$ cat config.mk
export PLATFORM = sky130hd
export DESIGN_NAME = register_file
export DESIGN_NICKNAME = d
export VERILOG_FILES = /design/src/rtl/register_file.sv
export SDC_FILE = /design/constraint.sdc
export NUM_CORES = 2
export LEC_CHECK = 0
export BUFFER_PORTS_ARGS = -buffer_cell sky130_fd_sc_hd__buf_2
export CAP_MARGIN = 15
export CORE_ASPECT_RATIO = 1.1
export CORE_UTILIZATION = 58
export DETAILED_ROUTE_END_ITERATION = 6
export GPL_ROUTABILITY_DRIVEN = 0
export PLACE_DENSITY = 0.84
export SLEW_MARGIN = 20
export SYNTH_ARGS = -nofsm -noshare
export SYNTH_HDL_FRONTEND = slang
export SYNTH_SLANG_ARGS = --single-unit
$ cat constraint.sdc
create_clock -name Clk -period 2.2 [get_ports Clk]
set_clock_uncertainty 0.2 [all_clocks]
set_input_delay 0.11 -clock Clk [delete_from_list [all_inputs] [get_ports Clk]]
set_output_delay 0.11 -clock Clk [all_outputs]
set_load 0.005 [all_outputs]
$ cat src/rtl/register_file.sv
// register_file
//   32 x 64-bit general-purpose register file. Entries 0-30 are storage;
//   entry 31 is the hardwired zero register and has no flops.
//   Two combinational read ports, one write port that commits on the
//   falling edge of Clk. Async active-low reset clears all storage.
// Ports
//   Clk    in   1   clock, writes commit on falling edge
//   Rst_n  in   1   async active-low reset
//   RA     in   5   read address, port A
//   RB     in   5   read address, port B
//   RW     in   5   write address
//   BusW   in  64   write data
//   RegWr  in   1   write enable
//   BusA   out 64   read data for RA (combinational)
//   BusB   out 64   read data for RB (combinational)
`timescale 1ns/1ps
module register_file (
  input  logic        Clk,
  input  logic        Rst_n,
  input  logic [4:0]  RA,
  input  logic [4:0]  RB,
  input  logic [4:0]  RW,
  input  logic [63:0] BusW,
  input  logic        RegWr,
  output logic [63:0] BusA,
  output logic [63:0] BusB
);

  localparam int NUM_REGS = 31;   // storage entries; index 31 is XZR
  localparam int REG_W    = 64;

  logic [NUM_REGS-1:0][REG_W-1:0] r_regs;
  logic [REG_W-1:0]               w_rd_a;
  logic [REG_W-1:0]               w_rd_b;

  // Write port: falling-edge commit. Looping over the stored entries keeps
  // a write to address 31 from ever selecting a flop.
  always_ff @(negedge Clk or negedge Rst_n) begin
    if (!Rst_n) begin
      r_regs <= '0;
    end else if (RegWr) begin
      for (int i = 0; i < NUM_REGS; i++) begin
        if (RW == i[4:0]) r_regs[i] <= BusW;
      end
    end
  end

  // Read ports: one-hot compare against stored entries only, so address 31
  // matches nothing and falls through to the zero default.
  always_comb begin
    w_rd_a = '0;
    w_rd_b = '0;
    for (int i = 0; i < NUM_REGS; i++) begin
      if (RA == i[4:0]) w_rd_a = r_regs[i];
      if (RB == i[4:0]) w_rd_b = r_regs[i];
    end
  end

  assign BusA = w_rd_a;
  assign BusB = w_rd_b;

endmodule

==> results of run 1 <==
## kinds of logic after synthesis
logic type | after synthesis | synth area share, %
AO/OA/AOI/OAI | 3128 | 19.5
multiplexers | 2269 | 23.7
flip-flops | 1984 | 46.4
AND/OR/NAND/NOR | 1397 | 6.21
buffers and inverters | 1078 | 4.15
## stage by stage
| stage | setup slack [ns] | TNS [ns] | utilization [%] |
|---|---|---|---|
| 2_1_floorplan | -0.977 | -1431.62 | - |
| 3_3_place_gp | -1.78 | -1838.97 | 73.9 |
| 3_5_place_dp | -1.94 | -1921.83 | 74.0 |
==> out/results.txt, run 1 <==
# IOs = 210
placed cell count = 14.1k
Post-synth top cells = mux2_2, dfrtn_1, clkbuf_1
Post-synth EDFFs = 0
Syn Area/Cell = 10.9 um2
flops & latches, synth = 1,984
hold_buf cts = 1
Gate Count Post-Synth = 9,856
Yosys top cell by area = dfrtn_1
clk sinks = 1,984
Last stage = clock tree synthesis
status = aborted with a tool error
Unique masters post-synth = 89
IO buf count = 209
CTS buffer count = 193
clock root buffer = clkbuf_16
cell with the most instances after synthesis = mux2_2
DIE HEIGHT = 453 um
prevailing post-synth register cell = dfrtn_1
synthesized area = 107,000 um2
asr flop ratio synth = 100%
net count after synthesis = 9,938
Yosys top cell area share = 46.4%
setup bufs post-CTS = 153
register area share after synthesis = 46.4%
Post-DP HPWL = 420,000 um
YS warnings = 0
synth top area cells = dfrtn_1, mux2_2, o22ai_1, a21oi_1, clkbuf_1
post-CTS sizing = 1,343
Core Rows = 165
cell area after placement = 136,000 um2
Err = [ERROR DPL-0033] detailed placement checks failed during check placement.
Starting Density = 58.3%
Clock Path Buffers = 3
H-tree depth = 4
Die Span X = 412 um
==> run 2, diff against run 1 <==
CORE_ASPECT_RATIO = unset   (was 1.1)
CORE_UTILIZATION = 40   (was 58)
PLACE_DENSITY = unset   (was 0.84)
PLACE_DENSITY_LB_ADDON = 0.15   (was unset)
clock period = 2.9 ns   (was 2.2 ns; I/O delays follow)
==> out/results.txt, run 2 <==
CP Launch Type = flip-flop
prevailing post-synth register cell = dfrtn_1
Top Registers = r_regs (1984)
die area = 270,000 um2
DIE HEIGHT = 519 um (+15%)
post-synthesis adder-cell area fraction = 0% (unchanged)
grt total ovfl = 0
simple-gate share of the synthesized area = 6.21% (unchanged)
Die Span X = 519 um (+26%)
Clock Path Buffers = 4 (+1)
DRT Pass-1 Iters = 7
Synth Area in XOR/XNOR = 0% (unchanged)
Power Density = 613 nW/um2
Yosys top cell area share = 46.4% (unchanged)
pre-CTS setup slack = -2.23 ns (-0.287 ns)
Area Overhead vs Synth = 42.2%
Synth Area in Compound Gates = 19.5% (unchanged)
H-tree depth = 4 (unchanged)
asr flop ratio synth = 100% (unchanged)
DRC = 9
Final Instance Area = 152,000 um2
final core utilization = 57.3%
Largest Register = r_regs
Max-Cap Viols = 0
DR vias/cell = 6.57
IO buf count = 209 (unchanged)
WL final = 552,000 um
first-pass GRT wire length = 781,000 um
clk slew on worst S/H paths = 0.05 ns
critical path arrival = 4.93 ns
Hold Crit Class = flip-flop to flip-flop
RSZ-0062 raised after global routing = true
overall routing resource usage = 39.8%
max reg flops = 1,984
hold_buf cts = 0 (-1)
Rel. slew slack = 30.6%
vias in the first global route = 104k
Tightest Pin Transition = 1.04 ns
net count after synthesis = 9,938 (unchanged)
worst setup path class = flip-flop to output port
Core Rows = 189 (+15%)
routed via count = 105k
Setup Total Neg Slack = -212.58 ns
Post-synth EDFFs = 0 (unchanged)
CTS tree = built
clock root buffer = clkbuf_16
synthesized area = 107,000 um2 (unchanged)
Final Setup Violations = 128
largest net degree at the start of global routing = 78
failing checks = design-rule violations, negative setup slack
number of max-slew violations in the final report = 0
commonest non-fill, non-tap cell in the layout = buf_4
register area share after synthesis = 46.4% (unchanged)
Yosys top cell by area = dfrtn_1
nets = 12.4k
commonest cells after routing, fill and taps aside = buf_4, dfrtn_1, mux2_2
Gate Count Post-Synth = 9,856 (unchanged)
share of layout cells above drive strength 1 = 51.4%
Worst Path Max Fanout = 2
cell with the most instances after synthesis = mux2_2
WL per Instance = 34.4 um
Post-DP HPWL = 405,000 um (-3.7%)
# IOs = 210 (unchanged)
Syn Area/Cell = 10.9 um2 (unchanged)
Starting Density = 40.3% (-18 points)
initial antenna violation count = 37
flops & latches, synth = 1,984 (unchanged)
worst skew pair latency = 0.85 ns
Post-synth top cells = mux2_2, dfrtn_1, clkbuf_1
clk sinks = 1,984 (unchanged)
status = complete, but fails checks
multiplexer share of the synthesized area = 23.7% (unchanged)
CTS buffer count = 227 (+18%)
Critical Path Sink Type = output port
Hold Fails Final Rpt = 0
main combinational cell family by area after synthesis = multiplexers
peak supply drop = 0.488 mV
synth top area cells = dfrtn_1, mux2_2, o22ai_1, a21oi_1, clkbuf_1
core region area = 266,000 um2
cell area after placement = 139,000 um2 (+2.5%)
YS warnings = 0 (unchanged)
drt initial violations = 15.0k
Leak Pwr = 0.0686 uW
DRT antenna net count = 0
Unique masters post-synth = 89 (unchanged)
worst setup margin = -2.38 ns
CP Data Required Time = 2.56 ns
==> run 2: cell counts after synthesis <==
No cell type changed its count.
==> run 2: final timing paths <==
check / startpoint / to / slack (ns) / depth (start not counted)
hold / removal: r_regs[1043]$_DFFE_NN0P_ / r_regs[1043]$_DFFE_NN0P_ / 0.26 / 1
max in group asynchronous: Rst_n / r_regs[756]$_DFFE_NN0P_ / 1.24 / 4
min in group asynchronous: Rst_n / r_regs[65]$_DFFE_NN0P_ / 0.54 / 2
setup / recovery: r_regs[196]$_DFFE_NN0P_ / BusA[4] / -2.38 / 8
setup reg to reg: r_regs[801]$_DFFE_NN0P_ / r_regs[801]$_DFFE_NN0P_ / 1.61 / 3
hold reg to reg: r_regs[1043]$_DFFE_NN0P_ / r_regs[1043]$_DFFE_NN0P_ / 0.26 / 1
==> run 2: report_power, final <==
group	leakage [uW]	internal, uW	switching (uW)
combinational	0.0394	13300	11100
sequential	0.0254	33700	4190
clock	0.00386	18300	12700
total	0.0686	65300	28000
==> run 2: layout make-up <==
| class | instances | area (um2) |
|---|---|---|
| repair buffers | 3285 | 29100 |
| multi-input cells | 6794 | 61100 |
| inverters | 19 | 77.6 |
| flip-flops and latches | 1984 | 49600 |
| clock inverters | 72 | 1030 |
| clock buffers | 334 | 6760 |
| fillers | 21900 | 113000 |
| well taps | 3533 | 4420 |
| diodes | 31 | 77.6 |
==> run 2: layer usage <==
metal,vias to the layer above,wire [um],GRT usage (%)
met3,1695,74100,14.3
met4,8,32100,19.4
li1,42500,-,-
met1,53600,219000,53.4
met2,7618,227000,56.4
met5,-,47,0
==> run 2: what timing repair did <==
item / in CTS / in global routing
setup endpoints to repair: 292 / 128
gates resized for setup: 964 / 174
pin swaps: 565 / 274
setup buffers: 58 / 21
==> run 2: cells by family (layout without fill, tap and decap cells) <==
family | count (synthesis) | in the layout
AOI/OAI and AO/OA | 3128 | 3128
muxes | 2269 | 2269
DFF | 1984 | 1984
and+or+nand+nor | 1397 | 1397
buffers and inverters | 1078 | 3710
other | 0 | 31
==> run 2: worst max-delay path, stage by stage, from the launching register on <==
cell,delay [ns]
dfrtn_1,0.35
mux4_2,0.55
a222oi_1,0.54
a31oi_2,0.19
nor3_2,0.20
buf_4,0.18
nor2_4,0.05
or3_4,0.43
buf_6,0.13
==> run 2: metrics by stage <==
step | instances | total power [uW] | hold slack [ns]
floorplan | 9856 | 47200 | 0.233
global placement | 15700 | 59200 | 0.244
detailed placement | 15700 | 60000 | 0.255
CTS | 16000 | 92100 | 0.254
global route | 16000 | 95900 | 0.265
finish | 16100 | 93300 | 0.257
Power figures use the tool's default switching activity.
